### config.mk
export PLATFORM = sky130hd
export DESIGN_NAME = lsu
export DESIGN_NICKNAME = d
export VERILOG_FILES = /design/src/rtl/lsu.sv
export SDC_FILE = /design/constraint.sdc
export NUM_CORES = 1
export LEC_CHECK = 0
export CAP_MARGIN = 0
export CORE_ASPECT_RATIO = 1.25
export CORE_MARGIN = 2
export CORE_UTILIZATION = 30
export CTS_CLUSTER_SIZE = 25
export DETAILED_ROUTE_END_ITERATION = 7
export PLACE_DENSITY = 0.57
export SLEW_MARGIN = 20
export SYNTH_ARGS = -nofsm -noshare
export SYNTH_HDL_FRONTEND = slang
export SYNTH_SLANG_ARGS = --single-unit
export TNS_END_PERCENT = 50
### constraint.sdc
create_clock -name clk -period 4.9 [get_ports clk]
set_input_delay 0.98 -clock clk [delete_from_list [all_inputs] [get_ports clk]]
set_output_delay 0.98 -clock clk [all_outputs]
set_load 0.02 [all_outputs]
### src/rtl/lsu.sv
// lsu: load/store unit between EXU and WBU with a timeout on the memory response.
// Optional LSU_MISALIGN_CHECK_EN: misaligned half/word accesses skip the bus and report out_misalign.
module lsu #(
  parameter int TIMEOUT_CYCLES = 255
) (
  input  logic        clk,
  input  logic        rst,
  input  logic        in_valid,
  output logic        in_ready,
  input  logic [31:0] pc,
  input  logic [31:0] EX_result,
  input  logic [31:0] rs2_value,
  input  logic [4:0]  rd,
  input  logic [2:0]  funct3,
  input  logic        R_wen,
  input  logic        mem_wen,
  input  logic        mem_ren,
  input  logic [3:0]  csr_wen,
  input  logic [31:0] csrs,
  output logic        mem_req_valid,
  input  logic        mem_req_ready,
  output logic [31:0] mem_req_addr,
  output logic        mem_req_wen,
  output logic [31:0] mem_req_wdata,
  output logic [3:0]  mem_req_wmask,
  input  logic        mem_resp_valid,
  input  logic [31:0] mem_resp_rdata,
  output logic        out_valid,
  input  logic        out_ready,
  output logic [31:0] pc_next,
  output logic [4:0]  rd_next,
  output logic        R_wen_next,
  output logic [3:0]  csr_wen_next,
  output logic [31:0] csrs_next,
  output logic [31:0] wb_data,
  output logic        out_err,
  output logic        out_misalign
);
  localparam logic [1:0] IDLE = 2'd0, REQ = 2'd1, WAIT = 2'd2, OUT = 2'd3;
  localparam int CW = $clog2(TIMEOUT_CYCLES + 1);
  logic [1:0]    state, sz, off;
  logic [CW-1:0] cnt;
  logic [31:0]   addr_q, data_q, shifted, load_data;
  logic [2:0]    f3_q;
  logic          st_q, req, accept, mem_op, mis_in;
  // Access size: 0 byte, 1 half, 2 word; stores only know sb/sh, everything else is sw.
  function automatic logic [1:0] size_of(input logic st, input logic [2:0] f3);
    return st ? (f3 == 3'b000 ? 2'd0 : f3 == 3'b001 ? 2'd1 : 2'd2)
              : (f3[1:0] == 2'b00 ? 2'd0 : f3[1:0] == 2'b01 ? 2'd1 : 2'd2);
  endfunction
  assign accept = in_valid & in_ready;
  assign mem_op = mem_wen | mem_ren;
  assign req    = state == REQ;
`ifdef LSU_MISALIGN_CHECK_EN
  logic [1:0] in_sz;
  assign in_sz  = size_of(mem_wen, funct3);
  assign mis_in = mem_op & (in_sz == 2'd1 ? EX_result[0] : in_sz == 2'd2 ? |EX_result[1:0] : 1'b0);
  always_ff @(posedge clk)
    if (rst) out_misalign <= 1'b0;
    else if (accept) out_misalign <= mis_in;
`else
  assign mis_in       = 1'b0;
  assign out_misalign = 1'b0;
`endif
  // Byte offset truncated to the natural alignment of the access size.
  always_comb begin
    sz        = size_of(st_q, f3_q);
    off       = sz == 2'd2 ? 2'd0 : sz == 2'd1 ? {addr_q[1], 1'b0} : addr_q[1:0];
    shifted   = mem_resp_rdata >> {off, 3'b000};
    load_data = f3_q == 3'b000 ? {{24{shifted[7]}}, shifted[7:0]} :
                f3_q == 3'b100 ? {24'd0, shifted[7:0]} :
                f3_q == 3'b001 ? {{16{shifted[15]}}, shifted[15:0]} :
                f3_q == 3'b101 ? {16'd0, shifted[15:0]} : shifted;
  end
  assign in_ready      = state == IDLE;
  assign out_valid     = state == OUT;
  assign mem_req_valid = req;
  assign mem_req_wen   = req & st_q;
  assign mem_req_addr  = req ? {addr_q[31:2], 2'b00} : 32'd0;
  assign mem_req_wmask = !req ? 4'b0000 : sz == 2'd0 ? 4'b0001 << off : sz == 2'd1 ? 4'b0011 << off : 4'b1111;
  assign mem_req_wdata = !req ? 32'd0 : sz == 2'd0 ? {4{data_q[7:0]}} : sz == 2'd1 ? {2{data_q[15:0]}} : data_q;
  always_ff @(posedge clk) begin
    if (rst) begin
      state        <= IDLE;
      cnt          <= '0;
      addr_q       <= '0;
      data_q       <= '0;
      f3_q         <= '0;
      st_q         <= 1'b0;
      pc_next      <= '0;
      rd_next      <= '0;
      R_wen_next   <= 1'b0;
      csr_wen_next <= '0;
      csrs_next    <= '0;
      wb_data      <= '0;
      out_err      <= 1'b0;
    end else begin
      case (state)
        IDLE: if (accept) begin
          state        <= mem_op & ~mis_in ? REQ : OUT;
          cnt          <= '0;
          addr_q       <= EX_result;
          data_q       <= rs2_value;
          f3_q         <= funct3;
          st_q         <= mem_wen;
          pc_next      <= pc;
          rd_next      <= rd;
          R_wen_next   <= R_wen & ~mis_in;
          csr_wen_next <= csr_wen;
          csrs_next    <= csrs;
          wb_data      <= EX_result;
          out_err      <= 1'b0;
        end
        REQ: if (mem_req_ready) state <= WAIT;
        WAIT: if (mem_resp_valid) begin
          state   <= OUT;
          wb_data <= st_q ? addr_q : load_data;
        end else if (cnt == CW'(TIMEOUT_CYCLES - 1)) begin
          state      <= OUT;
          out_err    <= 1'b1;
          wb_data    <= '0;
          R_wen_next <= 1'b0;
        end else cnt <= cnt + 1'b1;
        default: if (out_ready) state <= IDLE;
      endcase
    end
  end
endmodule

==> results of run 1 <==
[registers in the layout, summed over array words and instances (netlist names)]
name,count
csrs_next,32
rd_next,5
csr_wen_next,4
cnt,8
state,2
wb_data,32
st_q,1
f3_q,3
pc_next,32
R_wen_next,1
data_q,32
out_err,1
addr_q,32
[synth_stat cells, types with 9 or more instances]
cell type	instances
a222oi_1	9
a21boi_0	19
o211a_1	10
a22oi_1	38
clkbuf_1	68
nand3_1	11
dfxtp_1	185
and2_1	43
a21o_1	9
a21oi_1	148
o21ai_0	11
a211oi_1	9
nor2_1	34
mux2_2	15
nand2_1	331
[worst max-delay path, stage by stage (launching register included)]
cell and delay, ns:
dfxtp_1 0.34, inv_1 0.08, ha_2 0.62, buf_4 0.43, a21boi_0 0.28, clkdlybuf4s50_1 0.65
[power groups by stage]
stage | Combinational, mW | Clock [mW] | Sequential (mW)
6_report | 2.54 | 1.28 | 2.07
3_5_place_dp | 2.56 | 0 | 2.10
2_1_floorplan | 1.26 | 0 | 2.28
5_1_grt | 2.76 | 1.38 | 2.11
4_1_cts | 2.57 | 1.32 | 2.07
3_3_place_gp | 2.55 | 0 | 2.09
[per-stage QoR]
step | hold slack (ns) | worst slack [ns] | total power [mW] | cells
floorplan | 0.436 | 2.11 | 3.53 | 1054
global placement | 0.437 | 1.49 | 4.64 | 1679
detailed placement | 0.445 | 1.47 | 4.66 | 1679
CTS | 0.456 | 0.994 | 5.96 | 1710
global route | 0.468 | 0.841 | 6.25 | 1715
finish | 0.452 | 1.03 | 5.89 | 1715
[area by class of cell]
class / count / share of cell area [%]
Multi-Input combinational cell: 778 / 33.5
Sequential cell: 185 / 29.6
Timing Repair Buffer: 363 / 29.0
Clock buffer: 22 / 3.63
Tap cell: 345 / 3.45
Clock inverter: 9 / 0.559
Inverter: 8 / 0.240
Antenna cell: 5 / 0.0999
[worst paths after layout]
check / to / slack (ns) / depth (start not counted)
hold / removal: csrs_next[13] / 0.45 / 2
setup reg to reg: wb_data[11] / 1.88 / 7
hold reg to reg: csrs_next[13] / 0.45 / 2
setup / recovery: mem_req_wdata[10] / 1.03 / 5
[layout by cell type, fill, tap and decap left out, types with 9 or more instances in the layout]
cell	count
a211oi_1	9
a21boi_0	19
a21o_1	9
a21oi_1	147
a222oi_1	9
a22oi_1	38
and2_1	42
clkbuf_16	17
clkdlybuf4s50_1	356
dfxtp_1	185
mux2_2	15
nand2_1	330
nand3_1	11
nor2_1	32
o211a_1	10
o21ai_0	11
[cell families (layout without fill, tap and decap cells)]
kind of cell	after synthesis	count (layout)	share of synthesized area, %
AND/OR/NAND/NOR	451	451	23.2
other	1	8	0.0456
buffers and inverters	91	402	4.37
multiplexers	24	24	3.30
XOR/XNOR	6	6	0.639
flip-flops	185	185	45.1
adder cells (fa/ha/maj)	6	6	0.913
AO/OA/AOI/OAI	288	288	22.5
[routing by layer]
metal / up-vias / GRT usage, %
met1: 4027 / 25.7
li1: 4202 / -
met2: 313 / 36.6
met3: 52 / 5.40
met5: - / 0
met4: 0 / 9.17
==> flow_metrics.py, run 1 <==
metrics = {
    "finish": {
        "drive_gt1_share_pct": 5.13,
        "multiInputGateArea_um2": 4190,
        "seqCellArea_um2": 3700,
        "final_area_um2": 12500,
        "final_util_pct": 46.5,
        "n_fill_cell": 2709,
        "area_growth_pct": 52.4,
        "nNetsFinal": 1540,
    },
    "synth": {
        "synth_cells": 1052,
        "yosysTopAreaCell": "dfxtp_1",
        "seq_area_frac_synth_pct": 45.1,
        "ys.warnings.count": 0,
        "synth-main-ff-cell": "dfxtp_1",
        "yosys-top-cells-area": "dfxtp_1 45%, nand2_1 15%, a21oi_1 9.0%",
        "avgSynthCellArea_um2": 7.81,
        "synth_edf_count": 0,
        "syn_area_um2": 8220,
        "yosysTopAreaCellShare_pct": 45.1,
        "ys_ff_latch": 185,
        "async_flop_share_pct": 0,
        "ys_types": 55,
    },
    "drt": {
        "met2_length_um": 15700,
        "routed-wl-met3_um": 1960,
        "wl_per_cell_um": 18.5,
        "ant_nets": 0,
        "dr.pass1.iters": 6,
        "m1WireLength_um": 13000,
        "highest_layer": "met4",
        "drtIter0Drc": 621,
        "finalWirelength_um": 31700,
        "vias_per_cell": 5.01,
        "vias": 8594,
        "drc": 0,
    },
    "clock_tree": {
        "cts_buffer_depth": 2,
        "numCtsBuffers": 17,
        "cts_resized": 0,
        "cts-root-buf": "clkbuf_16",
        "cts-hold-fix-buffers": 0,
        "cts_num_sinks": 185,
        "cts_max_level": 4,
        "cts_tree": "done",
        "cts_setup_buffers": 0,
        "clk_latency_ns": 0.44,
        "clk_pin_slew_worst_paths_ns": 0.07,
    },
    "worst_setup_path": {
        "crit_type": "flip-flop to primary output",
        "worst_ep_required_time_ns": 3.92,
        "cp_data_arrival_time_ns": 2.89,
        "r2r-start": "state[0]",
        "cp-end-kind": "primary output",
        "cp_max_fo": 36,
        "start_kind": "flip-flop",
        "startpoint": "state[1]",
    },
    "sta": {
        "hold_viol": 0,
        "tightestPinTransition_ns": 1.12,
        "slew_headroom_pct": 25.0,
        "min_period_ns": 3.87,
        "rsz0062_at_grt": "no",
        "period_share_pct": 79.0,
        "max_freq_mhz": 258,
        "slew_viol_final": 0,
        "finalSetupViolCount": 0,
        "fin_skew_ns": 0.0107,
        "fin_tns_setup_ns": 0,
    },
    "grt": {
        "grt_overflow": 0,
        "grt_max_degree": 91,
        "grt_pass1_wl_um": 48700,
        "grt_pass1_vias": 8341,
        "antenna_found_initial": 5,
        "grt_use_total_pct": 21.5,
    },
    "floorplan": {
        "die_y_um": 189,
        "fp.coreArea_um2": 26900,
        "start_util_pct": 30.5,
        "dieArea_um2": 28700,
        "die_w_um": 152,
        "rows": 67,
        "ioPinCount": 361,
    },
    "placed_design": {
        "hpwl_um": 22800,
        "port_buffers": 357,
        "gp_congestion": 0.868,
        "place_area_um2": 12000,
    },
    "pwr": {
        "p_leak_nw": 4.60,
        "clock_power_share_pct": 21.7,
        "p_comb_share_pct": 43.2,
        "switching_share_pct": 39.9,
        "p_seq_share_pct": 35.1,
        "ir_drop_mv": 0.234,
        "p_int_mw": 3.54,
        "p_per_area_nw_per_um2": 471,
        "p_switching_mw": 2.35,
    },
    "run_status": {
        "run_status": "finished, final reports clean",
    },
    "min_path": {
        "hp-start": "csrs_next[13]",
        "hp-class": "flip-flop to flip-flop",
    },
    "run": {
        "drv_cap": 0,
    },
}
(Power assumes the default switching activity.)
==> inputs of run 2 (changes only) <==
- PLACE_DENSITY: 0.57 -> 0.59
- clock period: 4.9 -> 3.4 ns (I/O delays scaled with it)
==> flow_metrics.py, run 2 (synthesis gave the netlist of run 1 again) <==
metrics = {
    "run_status": {
        "run_status": "finished, final reports clean",
    },
    "grt": {
        "grt_overflow": 0,
        "busiest_layer": "met2",
        "use_met2_pct": 35.2,
        "grt_pass1_vias": 8342,
        "met1_usage_pct": 26.2,
        "antenna_found_initial": 5,
        "grt_max_degree": 72,
        "grt_pass1_wl_um": 48300,
        "grt_use_total_pct": 21.2,
        "grtUsageMet3_pct": 4.74,
    },
    "floorplan": {
        "fp.coreArea_um2": 26900,
        "rows": 67,
        "die_y_um": 189,
        "ioPinCount": 361,
        "dieArea_um2": 28700,
        "start_util_pct": 30.5,
        "die_w_um": 152,
    },
    "placed_design": {
        "hpwl_um": 22800,
        "port_buffers": 357,
        "gp_congestion": 0.918,
    },
    "drt": {
        "drc": 0,
        "vias_per_cell": 5.00,
        "finalWirelength_um": 31500,
        "ant_nets": 0,
        "wl_per_cell_um": 18.1,
        "drtIter0Drc": 549,
        "vias": 8672,
        "dr.pass1.iters": 6,
    },
    "clock_tree": {
        "cts-hold-fix-buffers": 0,
        "numCtsBuffers": 17,
        "cts_resized": 0,
        "clk_latency_ns": 0.44,
        "cts_max_level": 4,
        "cts-root-buf": "clkbuf_16",
        "clk_pin_slew_worst_paths_ns": 0.08,
        "cts_setup_buffers": 0,
        "cts_buffer_depth": 2,
        "cts_num_sinks": 185,
        "cts_tree": "done",
    },
    "sta": {
        "period_share_pct": 94.8,
        "fin_tns_setup_ns": 0,
        "fin_skew_ns": 0.0193,
        "tightestPinTransition_ns": 0.771,
        "min_period_ns": 3.22,
        "slew_headroom_pct": 48.6,
        "finalSetupViolCount": 0,
        "rsz0062_at_grt": "no",
        "slew_viol_final": 0,
        "hold_viol": 0,
        "max_freq_mhz": 310,
    },
    "finish": {
        "n_fill_cell": 2680,
        "layout_commonest_cell": "clkdlybuf4s50_1",
        "area_growth_pct": 55.3,
        "drive_gt1_share_pct": 6.57,
        "nNetsFinal": 1559,
        "mostFrequentLayoutCells": "356 x clkdlybuf4s50_1, 330 x nand2_1, 185 x dfxtp_1",
    },
    "worst_setup_path": {
        "cp_data_arrival_time_ns": 2.54,
        "endpoint": "mem_req_addr[31]",
        "worst_ep_required_time_ns": 2.72,
        "r2r-start": "state[0]",
        "cp-end-kind": "primary output",
        "cp_max_fo": 34,
        "startpoint": "state[1]",
        "ff2ff_path_depth": 7,
        "r2r_slack_ns": 0.89,
        "r2r-end": "wb_data[12]",
        "crit_type": "flip-flop to primary output",
        "start_kind": "flip-flop",
    },
    "pwr": {
        "p_switching_mw": 3.44,
        "switching_share_pct": 39.0,
        "p_seq_share_pct": 33.5,
        "p_leak_nw": 4.74,
        "p_comb_share_pct": 43.2,
        "p_int_mw": 5.38,
        "total_power_mw": 8.81,
        "clock_power_share_pct": 23.3,
        "ir_drop_mv": 0.354,
        "p_per_area_nw_per_um2": 690,
    },
    "run": {
        "drv_cap": 0,
    },
    "min_path": {
        "hp-class": "flip-flop to flip-flop",
    },
}
## run 2: changes by cell type in the layout (fill, tap and decap cells not counted), moves of 2 or more
cell,previous run,this run
buf_4,5,22
bufinv_16,0,2
clkbuf_1,4,2
buf_12,1,3
## run 2: worst min-delay path by stage
stage / startpoint / endpoint / slack (ns) / depth (start not counted)
floorplan: data_q[24] / data_q[24] / 0.44 / 2
global placement: csrs_next[29] / csrs_next[29] / 0.44 / 2
detailed placement: csrs_next[29] / csrs_next[29] / 0.45 / 2
CTS: csrs_next[29] / csrs_next[29] / 0.46 / 2
global route: csrs_next[19] / csrs_next[19] / 0.48 / 2
finish: csrs_next[29] / csrs_next[29] / 0.45 / 2
## run 2: metal layers
metal	vias up	share of wire, %
met5	-	0
met4	0	3.1
met3	58	5.8
met2	334	49
met1	4046	42
li1	4234	-
## run 2: cell type report
cell class	instances	area [µm²]	area share [%]
antenna	6	15.0	0.118
clock buffer	21	460	3.61
clock inverter	11	138	1.08
inverter	8	30.0	0.235
multi-input combinational	778	4190	32.8
sequential	185	3700	29.0
tap	345	432	3.38
timing repair buffer	382	3800	29.8
## run 2: worst max-delay path: stages (launching register included)
cell and delay (ns):
dfxtp_1 0.35, inv_1 0.09, ha_2 0.58, buf_4 0.30, and2_1 0.15, clkdlybuf4s50_1 0.63
## run 2: power groups by stage
| stage | Sequential, mW | Combinational (mW) | Clock, mW |
|---|---|---|---|
| final | 2.96 | 3.81 | 2.05 |
| after global routing | 3.02 | 4.14 | 2.20 |
| after CTS | 2.96 | 3.84 | 2.10 |
| after detailed placement | 3.00 | 3.83 | 0 |
| after global placement | 2.99 | 3.80 | 0 |
| after floorplan | 3.28 | 1.81 | 0 |
## run 2: metrics by stage
step	setup WS, ns	area (µm²)	util (%)	hold WS (ns)	cells
after global routing	0.0215	12800	47.4	0.476	1735
after detailed placement	0.630	12200	45.2	0.446	1698
final	0.176	12800	47.4	0.454	1736
after CTS	0.128	12800	47.4	0.456	1730
after floorplan	0.912	8230	-	0.436	1054
after global placement	0.678	12100	45.1	0.440	1698
==> inputs of run 3 (changes only) <==
- GPL_TIMING_DRIVEN: not set -> 0
==> flow_metrics.py, run 3 (synthesis gave the netlist of run 1 again) <==
metrics = {
    "placed_design": {
        "dpl.cell_count": 1756,
        "hpwl_um": 26200,
        "port_buffers": 357,
        "place_ws_ns": 0.00242,
        "gp_congestion": 0.910,
    },
    "grt": {
        "grt_overflow": 0,
        "grt_pass1_vias": 8660,
        "grt_max_degree": 19,
        "antenna_found_initial": 6,
        "grt_pass1_wl_um": 50900,
        "grt_use_total_pct": 22.6,
    },
    "worst_setup_path": {
        "cp_max_fo": 10,
        "critPathTopFamily": "buffers and inverters",
        "start_kind": "flip-flop",
        "ff2ff_path_depth": 9,
        "worst_ep_required_time_ns": 2.72,
        "cp_data_arrival_time_ns": 2.63,
        "cp.depth": 6,
        "cp-end-kind": "primary output",
        "critPathSlowestCell": "clkdlybuf4s50_1",
        "path_buf_inv": 4,
        "crit_chain": "buf_2, a21oi_1, clkbuf_2, clkbuf_1, o211a_1, clkdlybuf4s50_1",
        "crit_type": "flip-flop to primary output",
        "slowest_delay_ns": 0.61,
    },
    "floorplan": {
        "fp.coreArea_um2": 26900,
        "die_y_um": 189,
        "ioPinCount": 361,
        "rows": 67,
        "die_w_um": 152,
        "dieArea_um2": 28700,
        "start_util_pct": 30.5,
    },
    "pwr": {
        "switching_share_pct": 40.8,
        "p_int_mw": 5.22,
        "p_comb_share_pct": 44.3,
        "p_switching_mw": 3.60,
        "clock_power_share_pct": 22.4,
        "ir_drop_mv": 0.378,
        "p_per_area_nw_per_um2": 685,
        "p_leak_nw": 4.86,
        "p_seq_share_pct": 33.2,
        "total_power_mw": 8.82,
    },
    "finish": {
        "drive_gt1_share_pct": 5.68,
        "multiInputGateArea_um2": 4200,
        "n_fill_cell": 2703,
        "mostFrequentLayoutCells": "350 x clkdlybuf4s50_1, 331 x nand2_1, 185 x dfxtp_1",
        "nNetsFinal": 1618,
        "seqCellArea_um2": 3700,
        "area_growth_pct": 56.7,
        "final_cells": 1795,
        "layout_commonest_cell": "clkdlybuf4s50_1",
    },
    "min_path": {
        "hold_depth": 2,
        "hp-class": "flip-flop to flip-flop",
    },
    "drt": {
        "drtIter0Drc": 520,
        "vias": 8980,
        "ant_nets": 0,
        "finalWirelength_um": 33700,
        "vias_per_cell": 5.00,
        "drc": 0,
        "dr.pass1.iters": 6,
        "wl_per_cell_um": 18.8,
    },
    "sta": {
        "finalSetupViolCount": 0,
        "fin_skew_ns": 0.0125,
        "fin_tns_setup_ns": 0,
        "timing.hold.ws_ns": 0.453,
        "period_share_pct": 97.3,
        "rsz0062_at_grt": "yes",
        "slew_headroom_pct": 37.6,
        "max_freq_mhz": 302,
        "fin_ws_ns": 0.0932,
        "slew_viol_final": 0,
        "min_period_ns": 3.31,
        "hold_viol": 0,
        "tightestPinTransition_ns": 0.929,
    },
    "clock_tree": {
        "cts_num_sinks": 185,
        "clk_latency_ns": 0.43,
        "cts_max_level": 4,
        "cts_buffer_depth": 2,
        "numCtsBuffers": 17,
        "cts_tree": "done",
        "clk_pin_slew_worst_paths_ns": 0.07,
        "cts-root-buf": "clkbuf_16",
    },
    "run_status": {
        "run_status": "finished, final reports clean",
    },
    "run": {
        "drv_cap": 0,
    },
}
## run 3: power by group through the flow
stage / combinational [mW] / clock, mW / sequential, mW
floorplan: 1.81 / 0 / 3.28
global placement: 3.87 / 0 / 2.96
detailed placement: 3.89 / 0 / 2.98
CTS: 3.91 / 2.02 / 2.93
global route: 4.24 / 2.11 / 2.99
finish: 3.91 / 1.98 / 2.93
## run 3: path summary, 6_finish.rpt
kind         slack [ns]           endpoint       startpoint
min reg2reg        0.45    csr_wen_next[1]  csr_wen_next[1]
min                0.45    csr_wen_next[1]  csr_wen_next[1]
max                0.09  mem_req_wdata[29]             st_q
max reg2reg        0.40            f3_q[1]         state[0]
## run 3: worst min-delay path, cell delays in order, from the launching register on
cell and delay, ns:
dfxtp_1 0.31, nand2_1 0.05, a21oi_1 0.05
## run 3: final cells by class
| type | count | share of cell area [%] |
|---|---|---|
| Clock inverter | 13 | 0.962 |
| Inverter | 8 | 0.233 |
| Tap cell | 345 | 3.35 |
| Sequential cell | 185 | 28.8 |
| Antenna cell | 6 | 0.117 |
| Multi-Input combinational cell | 778 | 32.6 |
| Buffer | 83 | 2.66 |
| Clock buffer | 19 | 3.44 |
| Timing Repair Buffer | 358 | 27.9 |
## run 3: stage by stage
step	cell area (µm²)	utilization (%)
after floorplan	8230	-
after global placement	12200	45.5
after detailed placement	12200	45.5
after CTS	12800	47.6
after global routing	12900	47.8
final	12900	47.8
## run 3: timing repair
action / 4_1_cts / 5_1_grt
buffers inserted: 0 / 1
pin swaps: 0 / 1
gates resized for setup: 12 / 11
setup endpoints to repair: 45 / 31
hold buffers: 0 / 0
## run 3: per-layer routing
metal  up-vias  part of all wire [%]  GRT usage (%)
li1       4354                     -              -
met1      4226                    42           27.2
met2       345                    49           39.1
met3        55                   6.1           5.54
met4         0                   3.1           8.77
met5         -                     0              0
